<file path="config.mk">
export PLATFORM = sky130hd
export DESIGN_NAME = mf8_io_uart
export DESIGN_NICKNAME = d
export VERILOG_FILES = /design/src/rtl/mf8_io_uart.sv
export SDC_FILE = /design/constraint.sdc
export NUM_CORES = 1
export LEC_CHECK = 0
export CORE_AREA = 5 5 146 106
export DETAILED_ROUTE_END_ITERATION = 8
export DIE_AREA = 0 0 151 111
export GPL_ROUTABILITY_DRIVEN = 0
export PLACE_DENSITY = 0.74
export SYNTH_ARGS = -nofsm -noshare
export SYNTH_HDL_FRONTEND = slang
export SYNTH_SLANG_ARGS = --single-unit
</file>
<file path="constraint.sdc">
create_clock -name Clk -period 4.71 [get_ports Clk]
set_input_delay 0.7065 -clock Clk [delete_from_list [all_inputs] [get_ports Clk]]
set_output_delay 0.7065 -clock Clk [all_outputs]
set_load 0.02 [all_outputs]
</file>
<file path="src/rtl/mf8_io_uart.sv">
// mf8 IO-bus UART responder: 4-deep TX FIFO feeding a serial transmitter, a
// single-byte RX holding register behind a serial receiver, and a 16-bit divisor.
module mf8_io_uart #(
   parameter logic [5:0]  BASE_ADDR   = 6'h08,
   parameter logic [15:0] DEFAULT_DIV = 16'd433
) (
   input  logic       Clk,
   input  logic       Reset,
   input  logic       IO_Rd,
   input  logic       IO_Wr,
   input  logic [5:0] IO_Addr,
   input  logic [7:0] IO_WData,
   output logic [7:0] IO_RData,
   input  logic       RxD,
   output logic       TxD,
   output logic       Irq
);
   typedef enum logic [1:0] {ST_IDLE, ST_START, ST_DATA, ST_STOP} uart_state_t;

   // ---------------- register decode ----------------
   logic       sel;
   logic [1:0] reg_off;
   logic       data_wr, data_rd, status_rd, div_lo_wr, div_hi_wr;

   assign sel       = (IO_Addr[5:2] == BASE_ADDR[5:2]);
   assign reg_off   = IO_Addr[1:0];
   assign data_wr   = IO_Wr & sel & (reg_off == 2'd0);
   assign data_rd   = IO_Rd & sel & (reg_off == 2'd0);
   assign status_rd = IO_Rd & sel & (reg_off == 2'd1);
   assign div_lo_wr = IO_Wr & sel & (reg_off == 2'd2);
   assign div_hi_wr = IO_Wr & sel & (reg_off == 2'd3);

   // ---------------- divisor ----------------
   logic [15:0] div_reg;

   always_ff @(posedge Clk) begin
      if (Reset) begin
         div_reg <= DEFAULT_DIV;
      end else begin
         if (div_lo_wr) div_reg[7:0]  <= IO_WData;
         if (div_hi_wr) div_reg[15:8] <= IO_WData;
      end
   end

   // ---------------- TX FIFO ----------------
   logic [7:0] fifo_mem_reg [4];
   logic [1:0] wr_ptr_reg, rd_ptr_reg;
   logic [2:0] count_reg;
   logic       fifo_full, fifo_empty, fifo_push, fifo_pop;
   logic [7:0] fifo_head;

   assign fifo_full  = (count_reg == 3'd4);
   assign fifo_empty = (count_reg == 3'd0);
   assign fifo_push  = data_wr & ~fifo_full;
   assign fifo_head  = fifo_mem_reg[rd_ptr_reg];

   always_ff @(posedge Clk) begin
      if (fifo_push) fifo_mem_reg[wr_ptr_reg] <= IO_WData;
   end

   always_ff @(posedge Clk) begin
      if (Reset) begin
         wr_ptr_reg <= 2'd0;
         rd_ptr_reg <= 2'd0;
         count_reg  <= 3'd0;
      end else begin
         if (fifo_push) wr_ptr_reg <= wr_ptr_reg + 2'd1;
         if (fifo_pop)  rd_ptr_reg <= rd_ptr_reg + 2'd1;
         case ({fifo_push, fifo_pop})
            2'b10:   count_reg <= count_reg + 3'd1;
            2'b01:   count_reg <= count_reg - 3'd1;
            default: count_reg <= count_reg;
         endcase
      end
   end

   // ---------------- transmitter ----------------
   uart_state_t tx_state_reg;
   logic [15:0] tx_cnt_reg;
   logic [2:0]  tx_bit_reg;
   logic [7:0]  tx_shift_reg;
   logic        txd_reg;
   logic        tx_idle;

   // Popping straight out of STOP keeps back-to-back frames gap-free.
   assign fifo_pop = ~fifo_empty &
                     ((tx_state_reg == ST_IDLE) ||
                      ((tx_state_reg == ST_STOP) && (tx_cnt_reg == 16'd0)));
   assign tx_idle  = fifo_empty & (tx_state_reg == ST_IDLE);
   assign TxD      = txd_reg;

   always_ff @(posedge Clk) begin
      if (Reset) begin
         tx_state_reg <= ST_IDLE;
         tx_cnt_reg   <= 16'd0;
         tx_bit_reg   <= 3'd0;
         tx_shift_reg <= 8'h00;
         txd_reg      <= 1'b1;
      end else begin
         case (tx_state_reg)
            ST_IDLE: begin
               if (fifo_pop) begin
                  tx_shift_reg <= fifo_head;
                  tx_cnt_reg   <= div_reg;
                  txd_reg      <= 1'b0;
                  tx_state_reg <= ST_START;
               end
            end
            ST_START: begin
               if (tx_cnt_reg != 16'd0) begin
                  tx_cnt_reg <= tx_cnt_reg - 16'd1;
               end else begin
                  tx_cnt_reg   <= div_reg;
                  tx_bit_reg   <= 3'd0;
                  txd_reg      <= tx_shift_reg[0];
                  tx_state_reg <= ST_DATA;
               end
            end
            ST_DATA: begin
               if (tx_cnt_reg != 16'd0) begin
                  tx_cnt_reg <= tx_cnt_reg - 16'd1;
               end else begin
                  tx_cnt_reg <= div_reg;
                  if (tx_bit_reg == 3'd7) begin
                     txd_reg      <= 1'b1;
                     tx_state_reg <= ST_STOP;
                  end else begin
                     tx_shift_reg <= {1'b0, tx_shift_reg[7:1]};
                     txd_reg      <= tx_shift_reg[1];
                     tx_bit_reg   <= tx_bit_reg + 3'd1;
                  end
               end
            end
            ST_STOP: begin
               if (tx_cnt_reg != 16'd0) begin
                  tx_cnt_reg <= tx_cnt_reg - 16'd1;
               end else if (fifo_pop) begin
                  tx_shift_reg <= fifo_head;
                  tx_cnt_reg   <= div_reg;
                  txd_reg      <= 1'b0;
                  tx_state_reg <= ST_START;
               end else begin
                  tx_state_reg <= ST_IDLE;
               end
            end
            default: tx_state_reg <= ST_IDLE;
         endcase
      end
   end

   // ---------------- receiver ----------------
   logic        rx_s1_reg, rx_s2_reg, rx_prev_reg;
   logic        rx_fall;
   uart_state_t rx_state_reg;
   logic [15:0] rx_cnt_reg;
   logic [2:0]  rx_bit_reg;
   logic [7:0]  rx_shift_reg;
   logic        stop_sample;
   logic [7:0]  rx_hold_reg;
   logic        rx_valid_reg, rx_ovr_reg, rx_fe_reg;

   always_ff @(posedge Clk) begin
      if (Reset) begin
         rx_s1_reg   <= 1'b1;
         rx_s2_reg   <= 1'b1;
         rx_prev_reg <= 1'b1;
      end else begin
         rx_s1_reg   <= RxD;
         rx_s2_reg   <= rx_s1_reg;
         rx_prev_reg <= rx_s2_reg;
      end
   end

   assign rx_fall     = rx_prev_reg & ~rx_s2_reg;
   assign stop_sample = (rx_state_reg == ST_STOP) && (rx_cnt_reg == 16'd0);

   // Half a period into START lands every later sample mid-bit.
   always_ff @(posedge Clk) begin
      if (Reset) begin
         rx_state_reg <= ST_IDLE;
         rx_cnt_reg   <= 16'd0;
         rx_bit_reg   <= 3'd0;
         rx_shift_reg <= 8'h00;
      end else begin
         case (rx_state_reg)
            ST_IDLE: begin
               if (rx_fall) begin
                  rx_cnt_reg   <= div_reg >> 1;
                  rx_state_reg <= ST_START;
               end
            end
            ST_START: begin
               if (rx_cnt_reg != 16'd0) begin
                  rx_cnt_reg <= rx_cnt_reg - 16'd1;
               end else if (rx_s2_reg) begin
                  rx_state_reg <= ST_IDLE;
               end else begin
                  rx_cnt_reg   <= div_reg;
                  rx_bit_reg   <= 3'd0;
                  rx_state_reg <= ST_DATA;
               end
            end
            ST_DATA: begin
               if (rx_cnt_reg != 16'd0) begin
                  rx_cnt_reg <= rx_cnt_reg - 16'd1;
               end else begin
                  rx_cnt_reg   <= div_reg;
                  rx_shift_reg <= {rx_s2_reg, rx_shift_reg[7:1]};
                  rx_bit_reg   <= rx_bit_reg + 3'd1;
                  if (rx_bit_reg == 3'd7) rx_state_reg <= ST_STOP;
               end
            end
            ST_STOP: begin
               if (rx_cnt_reg != 16'd0) rx_cnt_reg <= rx_cnt_reg - 16'd1;
               else                     rx_state_reg <= ST_IDLE;
            end
            default: rx_state_reg <= ST_IDLE;
         endcase
      end
   end

   // Flag sets from a stop sample take priority over same-edge read clears.
   always_ff @(posedge Clk) begin
      if (Reset) begin
         rx_hold_reg  <= 8'h00;
         rx_valid_reg <= 1'b0;
         rx_ovr_reg   <= 1'b0;
         rx_fe_reg    <= 1'b0;
      end else begin
         if (data_rd && rx_valid_reg) begin
            rx_valid_reg <= 1'b0;
            rx_fe_reg    <= 1'b0;
         end
         if (status_rd) rx_ovr_reg <= 1'b0;
         if (stop_sample) begin
            if (!rx_s2_reg) begin
               rx_fe_reg <= 1'b1;
            end else if (!rx_valid_reg || data_rd) begin
               rx_hold_reg  <= rx_shift_reg;
               rx_valid_reg <= 1'b1;
            end else begin
               rx_ovr_reg <= 1'b1;
            end
         end
      end
   end

   assign Irq = rx_valid_reg;

   // ---------------- read mux ----------------
   always_comb begin
      IO_RData = 8'h00;
      if (sel) begin
         case (reg_off)
            2'd0:    IO_RData = rx_hold_reg;
            2'd1:    IO_RData = {3'b000, rx_fe_reg, rx_ovr_reg, rx_valid_reg,
                                 tx_idle, ~fifo_full};
            2'd2:    IO_RData = div_reg[7:0];
            default: IO_RData = div_reg[15:8];
         endcase
      end
   end
endmodule

</file>
==> results of run 1 <==
## final cells by class
type | count | area share
Inverter | 22 | 0.0107
Multi-Input combinational cell | 541 | 0.464
Sequential cell | 130 | 0.378
Timing Repair Buffer | 34 | 0.0415
Clock buffer | 18 | 0.0583
Clock inverter | 14 | 0.0165
Tap cell | 190 | 0.0308
## cell usage after synthesis (3+ instances only)
library cell / n
a31oi_1: 10
clkbuf_1: 37
and4_1: 3
a211oi_1: 18
buf_6: 3
dfxtp_1: 98
nor4_1: 9
xor2_1: 3
o32ai_1: 3
mux4_2: 12
ha_1: 22
or3_1: 5
or2_2: 6
o21ai_0: 36
buf_1: 3
nand4_1: 7
a21oi_1: 62
nand2b_1: 4
nor3_1: 21
o211ai_1: 7
inv_1: 22
mux2_2: 3
nand3b_1: 10
o21a_1: 4
nand2_1: 82
xnor2_1: 14
nor2b_1: 4
nor2_1: 79
and2_1: 9
a211o_1: 3
o41ai_1: 3
a221oi_1: 3
or4_1: 3
nor4b_1: 3
mux2i_1: 31
nor3b_1: 3
edfxtp_1: 32
a22oi_1: 11
nand3_1: 13
## metal layers
metal	share of wire	wire, um	global-route usage
met2	0.45	7830	0.315
met5	0	0	0
met1	0.44	7770	0.312
met3	0.10	1760	0.0519
met4	0.0060	104	0.0429
## cells by family (layout without fill, tap and decap cells)
group | Yosys count | after routing | synth area share
fa+ha+maj | 23 | 23 | 0.0435
buf+inv | 68 | 88 | 0.0418
xor+xnor | 17 | 17 | 0.0219
flops | 130 | 130 | 0.430
mux | 47 | 47 | 0.0927
compound gates | 183 | 183 | 0.173
simple gates | 271 | 271 | 0.196
## critical path, delay by kind of cell
family	cells	cell delay (ns)
buf+inv	2	1.44
mux	1	0.59
simple gates	1	0.18
## per-stage QoR
step | util | hold slack, ns | instance area (um^2)
after floorplan | - | 0.389 | 6790
after global placement | 0.519 | 0.442 | 7150
after detailed placement | 0.519 | 0.454 | 7150
after CTS | 0.560 | 0.464 | 7720
after global routing | 0.560 | 0.489 | 7720
final | 0.560 | 0.467 | 7720
## path summary, 6_finish.rpt
kind,from,endpoint,depth (start not counted)
setup / recovery,IO_Addr[0],IO_RData[2],4
hold / removal,tx_bit_reg[2]$_SDFFE_PP0P_,tx_bit_reg[2]$_SDFFE_PP0P_,2
setup reg to reg,tx_cnt_reg[8]$_SDFF_PP0_,count_reg[2]$_SDFFE_PP0P_,11
hold reg to reg,tx_bit_reg[2]$_SDFFE_PP0P_,tx_bit_reg[2]$_SDFFE_PP0P_,2
## cell usage in the layout (no fill, tap or decap), drive strengths merged, types with 21 or more instances in the layout
master,Yosys,layout
nand2,82,82
inv,22,34
a21oi,63,63
clkdlybuf4s50,0,27
mux2i,31,31
nor3,21,21
ha,22,22
dfxtp,98,98
o21ai,36,36
edfxtp,32,32
nor2,80,80
## power groups by stage
stage | clock [W] | sequential, W | combinational (W)
after floorplan | 0 | 0.00132 | 0.00131
after global placement | 0 | 0.00135 | 0.00156
after detailed placement | 0 | 0.00136 | 0.00162
after CTS | 0.00131 | 0.00134 | 0.00163
after global routing | 0.00136 | 0.00135 | 0.00182
final | 0.00130 | 0.00134 | 0.00167
==> reports/metrics.yaml, run 1 <==
status:
  status: "complete, no violations"
pwr:
  power.total_w: 0.00431
  swShare: 0.403
  power_density_nw_per_um2: 558
  p_comb_frac: 0.388
  clockPowerShare: 0.301
  p_int_w: 0.00257
  p_switching_w: 0.00174
  p_leak_nw: 2.75
  ir_worst_vdd_mv: 0.341
  seqPwrFrac: 0.311
global_routing:
  overflow: 0
  grt_pass1_wl_mm: 28.4
  antenna_found_initial: 0
  grt_max_degree: 54
  grt_pass1_vias: 5487
  grt_usage: 0.211
critical_path:
  critPathMaxFanout: 15
  max_stage_delay_ns: 0.90
  arrival_ns: 2.93
  startpoint_type: "input port"
  cp-end-kind: "primary output"
  reg2reg_setup_slack_ns: 1.48
  worstPathRequired_ns: 4.00
  path_cells: "clkdlybuf4s50_1 > mux4_2 > and2_1 > clkdlybuf4s50_1"
  cp_slowest_cell: "clkdlybuf4s50_1"
  path_class: "input port to primary output"
  crit_top_cell: "clkdlybuf4s50_1"
placed_design:
  portBuffers: 28
  dp.cells: 917
  dpl_worst_slack_ns: 1.04
  hpwl_mm: 12.0
die:
  die-area_um2: 16800
  initial_core_util: 0.493
  die_h_um: 111
  fp-row-count: 36
  io_pins: 29
  die_w_um: 151
  coreArea_um2: 13800
synthesis:
  synth_area_leaders: "dfxtp_1 (29%), edfxtp_1 (14%), a21oi_1 (4.6%), mux2i_1 (4.6%), nand2_1 (4.5%)"
  synth_edf_count: 32
  yosysTopAreaCellShare: 0.289
  synth-main-ff-cell: "dfxtp_1"
  yosysWarnings: 0
  syn-cell-area_um2: 6790
  synth_fp_nets: 781
  async_flop_share: 0
  synth_top_cell_by_area: "dfxtp_1"
  synth.distinct_cells: 69
  synth-seq-cells: 130
  ys_seq_area_frac: 0.430
  netlist_instances: 739
  syn_area_per_cell_um2: 9.19
routing:
  wl_mm: 17.5
  vias_per_cell: 6.09
  wl_per_cell_um: 18.4
  first_pass_iters: 5
  drc: 0
  antenna_left: 0
  drtIter0Drc: 675
  vias: 5782
finish:
  n_fill_cell: 1220
  regArea_um2: 2920
  final_nets: 788
  drive_above_1_share: 0.0962
  multiInputGateArea_um2: 3580
  largest_reg_flops: 32
  instances_no_fill: 949
  antenna_cells: 0
  syn_to_final_growth_pct: 13.8
clock_tree:
  cts_buffers: 17
  post-cts-setup-buffer-count: 0
  holdBufCountCts: 0
  cts_tree: "done"
  root_buffer: "clkbuf_16"
  clock_path_buffers: 2
  cts.sinks: 130
  clkLatencyLatePin_ns: 0.41
  cts_resized: 0
  cts_max_level: 4
  clk_pin_slew_ns: 0.06
timing:
  tightest_slew_ns: 0.989
  fin_crit_ns: 3.64
  fin_skew_ns: 0.0140
  fin_crit_sh: 0.772
  fin_ws_ns: 1.07
  rsz0062_at_grt: "false"
  max_freq_mhz: 275
  setup-tns-final_ns: 0
  setup_viol: 0
  finalHoldViolations: 0
  slew_headroom: 0.341
  finalMaxSlewViolations: 0
worst_hold_path:
  hold_path_class: "flop to flop"
flow_run:
  maxCapViolCount: 0
No activity file was read; power rests on OpenSTA's default activity.
==> run 2, diff against run 1 <==
- clock period: 4.71 -> 3.8 ns (I/O delays scaled with it)
==> run 2 against run 1 <==
Net effect:
- sequential share of layout area down 0.35 points
- clock power up 28%
- setup slack worse by 0.62 ns
- register-to-register slack worse by 0.87 ns
- via count up 0.69%
- count of clock-buffer cells in the layout down 1
- wire length up 0.47%
- sequential power up 24%
- clock skew up 0.0030 ns
- utilization up 0.53 points
- first-iteration DRC count up 25%
- critical endpoint is now IO_RData[0]
- highest routed layer unchanged
==> reports/metrics.yaml, run 2 (synthesized netlist as in run 1, its figures left out) <==
clock_tree:
  cts_tree: "done"
  cts.sinks: 130
  root_buffer: "clkbuf_16"
  cts_buffers: 17
  cts_max_level: 4
  cts_resized: 0
  clock_path_buffers: 2
  clkLatencyLatePin_ns: 0.43
  clk_pin_slew_ns: 0.07
  post-cts-setup-buffer-count: 0
  holdBufCountCts: 0
routing:
  drtIter0Drc: 842
  drc: 0
  vias_per_cell: 6.10
  antenna_left: 0
  wl_mm: 17.5
  wl_per_cell_um: 18.4
  first_pass_iters: 7
  vias: 5822
placed_design:
  portBuffers: 28
  hpwl_mm: 12.1
worst_hold_path:
  hold_depth: 1
  hold_path_end: "rx_s2_reg$_SDFF_PP1_"
  hold_path_class: "flop to flop"
  hp-start: "rx_s1_reg$_SDFF_PP1_"
timing:
  tightest_slew_ns: 0.946
  setup_viol: 0
  finalHoldViolations: 0
  setup-tns-final_ns: 0
  fin_crit_sh: 0.880
  max_freq_mhz: 299
  slew_headroom: 0.367
  rsz0062_at_grt: "false"
  whs_ns: 0.463
  fin_crit_ns: 3.34
  finalMaxSlewViolations: 0
  fin_skew_ns: 0.0169
pwr:
  swShare: 0.412
  p_switching_w: 0.00224
  seqPwrFrac: 0.304
  p_leak_nw: 2.78
  ir_worst_vdd_mv: 0.356
  p_comb_frac: 0.392
  p_int_w: 0.00320
  clockPowerShare: 0.304
  power_density_nw_per_um2: 699
finish:
  n_fill_cell: 1180
  drive_above_1_share: 0.102
  syn_to_final_growth_pct: 14.8
  antenna_cells: 0
  layout_commonest_cell: "dfxtp_1"
  final_nets: 793
  mostFrequentLayoutCells: "dfxtp_1 (98), nand2_1 (82), nor2_1 (79)"
  largest_reg_flops: 32
critical_path:
  reg2reg_setup_slack_ns: 0.61
  cp-end-kind: "primary output"
  startpoint_type: "input port"
  r2r-end: "count_reg[2]$_SDFFE_PP0P_"
  critPathMaxFanout: 15
  path_class: "input port to primary output"
  r2r_start: "tx_cnt_reg[0]$_SDFF_PP0_"
  worstPathRequired_ns: 3.23
  arrival_ns: 2.77
  r2r_cells: 12
flow_run:
  maxCapViolCount: 0
global_routing:
  grt_usage: 0.211
  antenna_found_initial: 0
  overflow: 0
  grt_max_degree: 45
  grt_pass1_wl_mm: 28.2
  grt_pass1_vias: 5258
die:
  die-area_um2: 16800
  initial_core_util: 0.493
  io_pins: 29
  die_h_um: 111
  die_w_um: 151
  fp-row-count: 36
  coreArea_um2: 13800
status:
  status: "complete, no violations"
==> run 2: cell types whose count changed in the layout (fill, tap and decap cells not counted) <==
cell	change
buf_4	+5
clkbuf_16	-1
inv_6	-5
clkinv_4	+1
clkinvlp_4	+1
clkinv_2	-2
clkinv_8	+6
==> run 2: worst max path at each step <==
stage,start,end,slack (ns),cells past startpoint
after floorplan,tx_cnt_reg[8]$_SDFF_PP0_,count_reg[2]$_SDFFE_PP0P_,0.86,10
after global placement,IO_Addr[0],count_reg[2]$_SDFFE_PP0P_,0.47,10
after detailed placement,IO_Addr[0],count_reg[2]$_SDFFE_PP0P_,0.36,10
after CTS,IO_Addr[0],IO_RData[0],0.45,4
after global routing,IO_Addr[0],IO_RData[0],0.37,4
final,IO_Addr[0],IO_RData[0],0.46,4
==> run 2: stage by stage <==
step	total power [W]	setup WS, ns	cells	cell area (um^2)	utilization
5_1_grt	0.00572	0.366	954	7800	0.566
6_report	0.00545	0.457	954	7800	0.566
4_1_cts	0.00539	0.452	954	7800	0.566
3_3_place_gp	0.00366	0.466	922	7180	0.521
2_1_floorplan	0.00325	0.864	739	6790	-
3_5_place_dp	0.00374	0.362	922	7180	0.521
==> run 2: power by group through the flow <==
stage	Sequential, W	Combinational [W]	Clock, W
floorplan	0.00163	0.00162	0
global placement	0.00168	0.00199	0
detailed placement	0.00168	0.00206	0
CTS	0.00165	0.00207	0.00166
global route	0.00167	0.00232	0.00173
finish	0.00166	0.00214	0.00166
==> run 2: layout make-up <==
cell class,instances,area (um^2),area share
inverter,22,82.6,0.0106
timing repair buffer,39,358,0.0459
clock inverter,15,188,0.0241
clock buffer,17,425,0.0546
tap,190,238,0.0305
sequential,130,2920,0.375
multi-input combinational,541,3580,0.460
==> run 2: critical path, stage by stage <==
cell and delay, ns:
clkdlybuf4s50_1 0.88, mux4_2 0.57, and2_1 0.20, clkdlybuf4s50_1 0.55
==> run 2: metal layers <==
layer	routed length [um]	vias to the layer above	share of wire	GRT usage
li1	-	2717	-	-
met1	8320	2799	0.47	0.331
met2	7430	287	0.42	0.295
met3	1610	19	0.092	0.0454
met4	181	0	0.010	0.0429
met5	0	-	0	0
==> run 3, diff against run 2 <==
==> constraint.sdc (replaced) <==
create_clock -name Clk -period 3.8 [get_ports Clk]
set_input_delay 0.57 -clock Clk [delete_from_list [all_inputs] [get_ports Clk]]
set_output_delay 0.57 -clock Clk [all_outputs]
set_load 0.05 [all_outputs]
==> run 3 against run 2 <==
Net effect:
- via count up 1.1%
- first-iteration DRC count down 19%
- non-clock buffer count up 1
- final cell count up 0.10%
- die area unchanged
- clock skew down 0.0050 ns
- critical path depth up 8
- count of clock-buffer cells in the layout unchanged
- sequential cell count unchanged
- critical path type is now flop to flop
- critical endpoint is now count_reg[2]$_SDFFE_PP0P_
- largest cell class unchanged
==> reports/metrics.yaml, run 3 (synthesized netlist as in run 1, its figures left out) <==
routing:
  vias_per_cell: 6.16
  vias: 5886
  wl_mm: 17.7
  antenna_left: 0
  wl_per_cell_um: 18.6
  drtIter0Drc: 686
  drc: 0
  first_pass_iters: 6
clock_tree:
  cts_buffers: 17
  cts_resized: 0
  cts_max_level: 4
  holdBufCountCts: 0
  root_buffer: "clkbuf_16"
  clk_pin_slew_ns: 0.06
  cts_tree: "done"
  post-cts-setup-buffer-count: 0
  clkLatencyLatePin_ns: 0.42
  clock_path_buffers: 2
  cts.sinks: 130
die:
  die-area_um2: 16800
  initial_core_util: 0.493
  coreArea_um2: 13800
  die_h_um: 111
  die_w_um: 151
  fp-row-count: 36
  io_pins: 29
critical_path:
  worstPathRequired_ns: 4.15
  cp-end-kind: "flop"
  arrival_ns: 3.52
  path_class: "flop to flop"
  critPathMaxFanout: 4
  startpoint_type: "flop"
  r2r_cells: 12
flow_run:
  maxCapViolCount: 0
global_routing:
  overflow: 0
  grt_pass1_vias: 5573
  grt_max_degree: 78
  antenna_found_initial: 0
  grt_pass1_wl_mm: 28.9
  grt_usage: 0.216
timing:
  fin_ws_ns: 0.631
  finalMaxSlewViolations: 0
  fin_skew_ns: 0.0119
  setup-tns-final_ns: 0
  fin_crit_sh: 0.834
  slew_headroom: 0.375
  setup_viol: 0
  fin_crit_ns: 3.17
  tightest_slew_ns: 0.935
  finalHoldViolations: 0
  max_freq_mhz: 316
  rsz0062_at_grt: "false"
placed_design:
  dpl_worst_slack_ns: 0.684
  portBuffers: 28
  hpwl_mm: 12.1
  placed_area_um2: 7230
finish:
  largest_reg_flops: 32
  syn_to_final_growth_pct: 15.4
  fin_area_um2: 7840
  final_nets: 794
  n_fill_cell: 1161
  mostFrequentLayoutCells: "dfxtp_1 (98), nand2_1 (82), nor2_1 (79)"
  antenna_cells: 0
  layout_commonest_cell: "dfxtp_1"
  drive_above_1_share: 0.114
pwr:
  p_leak_nw: 2.81
  ir_worst_vdd_mv: 0.432
  power_density_nw_per_um2: 698
worst_hold_path:
  hold_path_class: "flop to flop"
  hold_depth: 1
status:
  status: "complete, no violations"
-- run 3: changes by cell type in the layout (fill, tap and decap cells not counted) --
cell             before  now
buf_4                11   15
clkinv_8              6    2
clkdlybuf4s50_1      27   19
buf_12                0    5
inv_6                 2    5
bufinv_16             0    1
-- run 3: area by class of cell --
| cell class | count | area (um^2) | share of cell area |
|---|---|---|---|
| Multi-Input combinational cell | 541 | 3580 | 0.457 |
| Tap cell | 190 | 238 | 0.0303 |
| Inverter | 22 | 82.6 | 0.0105 |
| Sequential cell | 130 | 2920 | 0.373 |
| Clock buffer | 17 | 425 | 0.0543 |
| Timing Repair Buffer | 40 | 408 | 0.0520 |
| Clock inverter | 15 | 179 | 0.0228 |
-- run 3: worst paths after layout --
kind	startpoint	end	slack, ns
worst max-delay path	tx_cnt_reg[0]$_SDFF_PP0_	count_reg[2]$_SDFFE_PP0P_	0.63
worst max register to register	tx_cnt_reg[0]$_SDFF_PP0_	count_reg[2]$_SDFFE_PP0P_	0.63
worst min-delay path	rx_s1_reg$_SDFF_PP1_	rx_s2_reg$_SDFF_PP1_	0.43
worst min register to register	rx_s1_reg$_SDFF_PP1_	rx_s2_reg$_SDFF_PP1_	0.43
-- run 3: worst max-delay path: stages (launching register included) --
cell and delay (ns):
dfxtp_1 0.34, inv_1 0.13, ha_1 0.19, nor4b_1 0.34, nand4_1 0.17, o21ai_0 0.45, buf_4 0.22, ha_1 0.19
inv_1 0.06, fa_1 0.39, xor2_1 0.19, or3_1 0.31, a21oi_1 0.14
-- run 3: report_power, final --
group	internal (W)	total, W	switching [W]
logic	0.000794	0.00214	0.00135
registers	0.00152	0.00166	0.000140
clock network	0.000944	0.00166	0.000719
-- run 3: layer usage --
metal	up-vias	GRT usage	share of wire
li1	2734	-	-
met1	2801	0.311	0.44
met2	313	0.310	0.44
met3	38	0.0682	0.11
met4	0	0.0616	0.019
met5	-	0	0
-- run 3: metrics by stage --
step / power [W] / cells / utilization / hold slack (ns)
floorplan: 0.00326 / 739 / - / 0.389
global placement: 0.00369 / 923 / 0.525 / 0.423
detailed placement: 0.00376 / 923 / 0.525 / 0.426
CTS: 0.00542 / 955 / 0.569 / 0.442
global route: 0.00575 / 955 / 0.569 / 0.473
finish: 0.00547 / 955 / 0.569 / 0.434
